## config.mk

```make
export PLATFORM = sky130hd
export DESIGN_NAME = memory_port_arbiter
export DESIGN_NICKNAME = d
export VERILOG_FILES = /design/src/rtl/memory_port_arbiter.sv
export SDC_FILE = /design/constraint.sdc
export NUM_CORES = 1
export LEC_CHECK = 0
export ABC_AREA = 0
export CAP_MARGIN = 10
export CORE_UTILIZATION = 43
export CTS_CLUSTER_SIZE = 8
export DETAILED_ROUTE_END_ITERATION = 7
export PLACE_DENSITY = 0.86
export SLEW_MARGIN = 15
export SYNTH_ARGS = -nofsm -noshare
export SYNTH_HDL_FRONTEND = slang
export SYNTH_SLANG_ARGS = --single-unit
export TNS_END_PERCENT = 20
```

## constraint.sdc

```tcl
create_clock -name clk -period 4.39 [get_ports clk]
set_clock_uncertainty 0.2 [all_clocks]
set_input_delay 0.6585 -clock clk [delete_from_list [all_inputs] [get_ports clk]]
set_output_delay 0.6585 -clock clk [all_outputs]
set_load 0.02 [all_outputs]
```

## src/rtl/memory_port_arbiter.sv

```systemverilog
// Arbitrates instruction-fetch and data requesters onto one memory port, one transaction in flight.
// Optional macro ARB_ROUND_ROBIN_EN: alternate grants on conflicts instead of fixed data priority.
module memory_port_arbiter #(
    parameter int unsigned XLEN   = 32,
    parameter int unsigned ADDR_W = 32
) (
    input  logic              clk,
    input  logic              reset,
    input  logic              if_req_valid,
    input  logic [ADDR_W-1:0] if_req_addr,
    output logic              if_req_ready,
    output logic              if_resp_valid,
    output logic [31:0]       if_resp_data,
    input  logic              d_req_valid,
    input  logic [ADDR_W-1:0] d_req_addr,
    input  logic [XLEN-1:0]   d_req_wdata,
    input  logic [3:0]        d_req_write_en,
    output logic              d_req_ready,
    output logic              d_resp_valid,
    output logic [XLEN-1:0]   d_resp_data,
    output logic              mem_req_valid,
    output logic [ADDR_W-1:0] mem_req_addr,
    output logic [XLEN-1:0]   mem_req_wdata,
    output logic [3:0]        mem_req_write_en,
    input  logic              mem_req_ready,
    input  logic              mem_resp_valid,
    input  logic [XLEN-1:0]   mem_resp_data
);

    typedef enum logic [1:0] {
        IDLE  = 2'd0,
        ISSUE = 2'd1,
        WAIT  = 2'd2
    } state_t;

    state_t state;
    state_t state_next;
    logic   grant_data;
    logic   grant_fetch;
    logic   owner_data;

`ifdef ARB_ROUND_ROBIN_EN
    // 1 = data was granted last; reset to "fetch last" so the first conflict goes to data
    logic last_data;

    always_ff @(posedge clk) begin
        if (!reset) begin
            last_data <= 1'b0;
        end else if (grant_data || grant_fetch) begin
            last_data <= grant_data;
        end
    end
`endif

    always_ff @(posedge clk) begin
        if (!reset) begin
            state <= IDLE;
        end else begin
            state <= state_next;
        end
    end

    // Next state and the IDLE-cycle grant decision
    always_comb begin
        state_next  = state;
        grant_data  = 1'b0;
        grant_fetch = 1'b0;
        case (state)
            IDLE: begin
`ifdef ARB_ROUND_ROBIN_EN
                if (d_req_valid && if_req_valid) begin
                    grant_data  = !last_data;
                    grant_fetch = last_data;
                end else begin
                    grant_data  = d_req_valid;
                    grant_fetch = if_req_valid;
                end
`else
                grant_data  = d_req_valid;
                grant_fetch = if_req_valid && !d_req_valid;
`endif
                if (d_req_valid || if_req_valid) begin
                    state_next = ISSUE;
                end
            end
            ISSUE: begin
                if (mem_req_ready) begin
                    state_next = WAIT;
                end
            end
            WAIT: begin
                if (mem_resp_valid) begin
                    state_next = IDLE;
                end
            end
            default: state_next = IDLE;
        endcase
    end

    always_comb begin
        if_req_ready  = grant_fetch;
        d_req_ready   = grant_data;
        mem_req_valid = (state == ISSUE);
    end

    // Request latch and response routing
    always_ff @(posedge clk) begin
        if (!reset) begin
            owner_data       <= 1'b0;
            mem_req_addr     <= '0;
            mem_req_wdata    <= '0;
            mem_req_write_en <= 4'b0000;
            if_resp_valid    <= 1'b0;
            if_resp_data     <= 32'h0;
            d_resp_valid     <= 1'b0;
            d_resp_data      <= '0;
        end else begin
            if_resp_valid <= 1'b0;
            d_resp_valid  <= 1'b0;
            if (grant_data) begin
                owner_data       <= 1'b1;
                mem_req_addr     <= d_req_addr;
                mem_req_wdata    <= d_req_wdata;
                mem_req_write_en <= d_req_write_en;
            end else if (grant_fetch) begin
                owner_data       <= 1'b0;
                mem_req_addr     <= if_req_addr;
                mem_req_wdata    <= '0;
                mem_req_write_en <= 4'b0000;
            end
            if (state == WAIT && mem_resp_valid) begin
                if (owner_data) begin
                    d_resp_valid <= 1'b1;
                    d_resp_data  <= (mem_req_write_en == 4'b0000) ? mem_resp_data : '0;
                end else begin
                    if_resp_valid <= 1'b1;
                    if_resp_data  <= mem_resp_data[31:0];
                end
            end
        end
    end

endmodule

```

=== Yosys cells after proc, flatten, opt, wreduce, memory -nomap -nowiden ===
Cells that the tools add are included.

* Eq/ne operators: 5
* Muxes and demuxes: 17
* Bitwise logic cells: 1
* Reduce and logical (&&, ||, !) cells: 11

{| class="wikitable"
|+ Operators by type and width
! kind !! number
|-
| 2-to-1 mux 32 bit || 5
|-
| 2-to-1 mux 4 bit || 2
|-
| 2-to-1 mux 1 bit || 6
|-
| 2-to-1 mux 2 bit || 3
|-
| one-hot mux 2 bit (3 select lines) || 1
|-
| AND reduction 2 bit || 3
|-
| zero test 4 bit || 1
|-
| inequality test 2 bit (second input constant) || 2
|-
| AND reduction 3 bit || 1
|-
| == test 2 x 1 -> 1 bit (second input constant) || 1
|-
| == test 2 bit (second input constant) || 1
|-
| logical AND 1 bit || 2
|-
| zero test 2 bit || 1
|-
| inequality test 2 x 1 -> 1 bit (second input constant) || 1
|-
| nonzero test 2 bit || 1
|-
| zero test 1 bit || 1
|-
| logical OR 1 bit || 1
|-
| NOT 1 bit || 1
|}

* Register bits after elaboration: 137
* Input port bits: 138
* Output and inout bits: 137
* Word-level logic and storage cells: 43

=== Longest topological paths before layout ===
* Word-level depth: 5
* Gate-level depth with buffers: 6
* Gate-level depth less buffers: 3

=== Least setup slack after synthesis ===
Ideal clock, no wire load.

* Kind: input to output
* Start point: input d_req_valid
* End point: output if_req_ready
* Arrival: 1781 ps
* Data required time: 3532 ps
* Setup slack: 1750 ps
* Stages: 3
* Path buffers: 2
* Cell sequence: buf_2 clkbuf_1 nor4b_1

* Cells in the longest elaborated chain, start to end: 3

{| class="wikitable"
|+ RTL lines
! what !! line !! source
|-
| from (decl) || 14 || <nowiki>input logic d_req_valid,</nowiki>
|-
| zero test 1 bit || 80 || <nowiki>grant_fetch = if_req_valid && !d_req_valid;</nowiki>
|-
| logical AND 1 bit || 80 ||
|-
| 2-to-1 mux 1 bit || 68 || <nowiki>case (state)</nowiki>
|-
| to (decl) || 11 || <nowiki>output logic if_req_ready,</nowiki>
|}

Every way passes these cells.

=== Worst setup path after layout ===
* Start point: input d_req_valid
* End point: output d_req_ready

* Cells in the longest elaborated chain, start to end: 1

{| class="wikitable"
|+ RTL lines
! what !! line !! source
|-
| 2-to-1 mux 1 bit || 68 ||
|-
| to (decl) || 18 || <nowiki>output logic d_req_ready,</nowiki>
|}

Every way passes these cells.

==> results.rst <==
.. list-table::
   :header-rows: 1

   * - Metric
     - Value
   * - Outcome
     - complete, no violations
   * - Crit path capture
     - d_req_ready
   * - Syn_area_per_cell
     - 9.06 um2
   * - Placement-stage worst setup slack
     - 1220 ps
   * - Synth cell types
     - 33
   * - Fin crit share
     - 0.729
   * - Diode insertion count for antenna repair
     - 0
   * - Worst-Skew Late Latency
     - 410 ps
   * - Final setup viols
     - 0
   * - Met3 GRT Util
     - 0.0751
   * - Cell type with the highest aggregate area in the netlist
     - sky130_fd_sc_hd__dfxtp_1
   * - Port buffer count
     - approximately 270
   * - Setup repair after global routing missed its margin
     - no
   * - Endpoint arrival time on the critical path
     - 2340 ps
   * - Number of buffers on the longest clock path
     - 2
   * - Register bit total from synthesis
     - 137
   * - Starting density of the core
     - 0.440
   * - Reg clk slew, reported paths
     - 50 ps
   * - CP max-delay cell
     - sky130_fd_sc_hd__buf_2
   * - Met1 Usage GRT
     - 0.279
   * - Critical path depth in cells
     - 3
   * - Nature of the critical path endpoint
     - primary output
   * - Total wire length after detailed routing
     - 16.3 mm
   * - Root buf cell
     - sky130_fd_sc_hd__clkbuf_16
   * - Drt drc
     - 0
   * - Overall track demand over capacity in global routing
     - 0.259
   * - Summed instance area of the synthesized netlist
     - 5270 um2
   * - Number of buffers inserted to repair setup after CTS
     - 0
   * - Site row count
     - 40
   * - Clock buffer count from CTS
     - 17
   * - Number of nets in the synthesized netlist
     - 719
   * - Number of slew-limit violations in the final report
     - 0
   * - Die Footprint
     - 12,700 um2
   * - Die Span X
     - 113 um
   * - Routing layer with the top usage in global route
     - met2
   * - Post-cts repair resize count
     - 0
   * - Hold crit path type
     - flop to flop
   * - Buf+Inv Stages, Crit Path
     - 2
   * - Core Util, Final
     - 0.712
   * - Hold slack
     - 252 ps
   * - Worst setup startpoint
     - d_req_valid
   * - Fraction of final layout cells sized beyond drive strength 1
     - 0.112
   * - Number of clock sinks
     - 137
   * - Overall via count from detail_route
     - 5,211
   * - Net count, final
     - 964
   * - Average detailed-routed wire length per instance
     - 16.5 um
   * - Top Ports
     - 275
   * - Stage delay of the slowest cell on the critical path
     - around 670 ps
   * - Total core area
     - 12,000 um2
   * - Count of antenna-violating nets left after detailed routing
     - 0
   * - Die extent in y
     - 113 um
   * - Area used by multi-input combinational logic
     - 2230 um2
   * - Layout overhead on the synthesized area
     - 61.7%
   * - Post-route minimum period
     - 3200 ps
   * - Post-synthesis sequential area ratio
     - 0.521
   * - Top cells by count, synth
     - sky130_fd_sc_hd__dfxtp_1, sky130_fd_sc_hd__nand2_1, sky130_fd_sc_hd__a21oi_1
   * - Total negative slack for setup checks
     - 0 ps
   * - H-tree depth
     - 4
   * - FFs w/ async S/R, synth
     - 0
   * - CP top delay family
     - buffers and inverters
   * - Syn. warnings
     - 0
   * - Worst relative slew slack
     - 0.411
   * - Critical Path Fanout Max
     - 65
   * - First-pass GRT wire length
     - 25.6 mm
   * - Count of max-cap constraint violations
     - 0
   * - Count of non-filler cells in the finished layout
     - 985
   * - Crit path kind
     - input port to primary output
   * - Data required time at the worst endpoint
     - 3530 ps
   * - Global-route track usage on met2
     - 0.462
   * - TritonCTS clock tree
     - built
   * - R2R Path End
     - mem_req_wdata[26]$_SDFFE_PN0P_
   * - Largest net degree at the start of global routing
     - between 70 and 80
   * - Ordered list of cells on the worst path
     - buf_2, nor3b_4, clkdlybuf4s50_1
   * - Transition time at the pin with the least slew margin
     - 884 ps
   * - Final hold violations
     - 0
   * - Worst VDD drop
     - 213 uV
   * - Kind of start point of the critical path
     - input port
   * - Final WS setup
     - 1190 ps
   * - Reg-to-reg setup timing slack
     - 2230 ps
   * - Standby leakage power
     - approximately 3.1 nW
   * - Via count of the first global-routing pass
     - 5,159
   * - Proportion of netlist area held by the largest area contributor
     - 0.521
   * - Count leader, synth
     - sky130_fd_sc_hd__dfxtp_1
   * - Post-detailed-placement half-perimeter wirelength
     - 11.4 mm
   * - Filler cells
     - 903
   * - Reg-to-reg startpoint
     - state[1]$_SDFFE_PN0P_
   * - Initial drt markers
     - slightly above 400
   * - Via-to-Cell Ratio
     - 5.29
   * - Count of flip-flops with a built-in enable after synthesis
     - 0
   * - Final estimated routing congestion in global placement
     - 0.790
   * - Number of antenna violations at the first check in global routing
     - 0
   * - Main synth FF type
     - sky130_fd_sc_hd__dfxtp_1
   * - Cells after DPL
     - between 900 and 1,000
   * - Number of cell instances on the worst register-to-register path
     - 4
   * - Top achievable clock speed
     - 312 MHz
   * - Storage cell area
     - 2740 um2
   * - Post-cts hold buffer count
     - 0
   * - Number of cells produced by synthesis
     - 581
   * - Drt first pass iters
     - 4
   * - Remaining Overflow, GRT
     - 0
   * - Areal power density over the cells
     - 377 nW/um2
   * - Cell types occupying the most area after synthesis
     - sky130_fd_sc_hd__dfxtp_1, sky130_fd_sc_hd__a21oi_1, sky130_fd_sc_hd__nand2_1, sky130_fd_sc_hd__o221a_2, sky130_fd_sc_hd__nor2b_1
## flip-flops by register name, indices dropped and copies added (netlist names)
name / flops
mem_req_wdata: 32
owner_data: 1
mem_req_write_en: 4
mem_req_addr: 32
if_resp_valid: 1
d_resp_data: 32
d_resp_valid: 1
if_resp_data: 32
state: 2
## cell families after synthesis
family / Yosys count / share of synthesized area
DFF: 137 / 0.521
AOI/OAI and AO/OA: 203 / 0.257
and+or+nand+nor: 182 / 0.162
buffers and inverters: 59 / 0.0604
## worst reg2reg max path, stage by stage, from the launching register on
cell	delay [ps]
sky130_fd_sc_hd__dfxtp_1	670
sky130_fd_sc_hd__or2_2	250
sky130_fd_sc_hd__buf_4	520
sky130_fd_sc_hd__o21ai_0	260
sky130_fd_sc_hd__a21oi_1	190
## layer usage
layer  vias to the layer above  share of wire  routed length [um]
met5                         -              0                   0
met4                         0          0.033                 534
met3                        42          0.074                1210
met2                       227           0.51                8230
met1                      2425           0.39                6290
li1                       2517              -                   -
## area by class of cell
| cell class | count | share of cell area |
|---|---|---|
| clock buffer | 18 | 0.0516 |
| clock inverter | 13 | 0.0125 |
| inverter | 2 | 0.000882 |
| multi-input combinational | 385 | 0.262 |
| sequential | 137 | 0.322 |
| tap | 147 | 0.0216 |
| timing repair buffer | 283 | 0.329 |
## worst min-delay path by stage
stage | startpoint | endpoint | slack, ps | depth (start not counted)
after CTS | if_resp_data[15]$_SDFFE_PN0P_ | if_resp_data[15]$_SDFFE_PN0P_ | 260 | 2
final | if_resp_data[8]$_SDFFE_PN0P_ | if_resp_data[8]$_SDFFE_PN0P_ | 250 | 2
after global placement | if_resp_data[6]$_SDFFE_PN0P_ | if_resp_data[6]$_SDFFE_PN0P_ | 240 | 2
after floorplan | owner_data$_SDFFE_PN0P_ | d_resp_valid$_SDFF_PN0_ | 320 | 2
after detailed placement | if_resp_data[19]$_SDFFE_PN0P_ | if_resp_data[19]$_SDFFE_PN0P_ | 250 | 2
after global routing | if_resp_data[3]$_SDFFE_PN0P_ | if_resp_data[3]$_SDFFE_PN0P_ | 270 | 2
## cells in the final DEF (no fill, tap or decap), types with 2 or more instances in the layout
master / count
sky130_fd_sc_hd__a21oi_1: 100
sky130_fd_sc_hd__a22o_1: 19
sky130_fd_sc_hd__a22o_2: 13
sky130_fd_sc_hd__buf_4: 9
sky130_fd_sc_hd__clkbuf_16: 17
sky130_fd_sc_hd__clkdlybuf4s50_1: 273
sky130_fd_sc_hd__clkinv_2: 6
sky130_fd_sc_hd__clkinvlp_4: 5
sky130_fd_sc_hd__dfxtp_1: 137
sky130_fd_sc_hd__nand2_1: 102
sky130_fd_sc_hd__nor2_1: 35
sky130_fd_sc_hd__nor2b_1: 32
sky130_fd_sc_hd__o21ai_0: 32
sky130_fd_sc_hd__o21ai_1: 5
sky130_fd_sc_hd__o221a_1: 2
sky130_fd_sc_hd__o221a_2: 29
## metrics by stage
stage	cell area, um2	power [mW]
finish	8510	3.21
global route	8510	3.34
CTS	8510	3.23
detailed placement	7970	1.93
global placement	7970	1.92
floorplan	5270	1.64
## power breakdown
group	internal [mW]	switching [mW]
sequential	1.31	0.0417
combinational	0.291	0.269
clock	0.782	0.518
No activity file was read; power rests on OpenSTA's default activity.
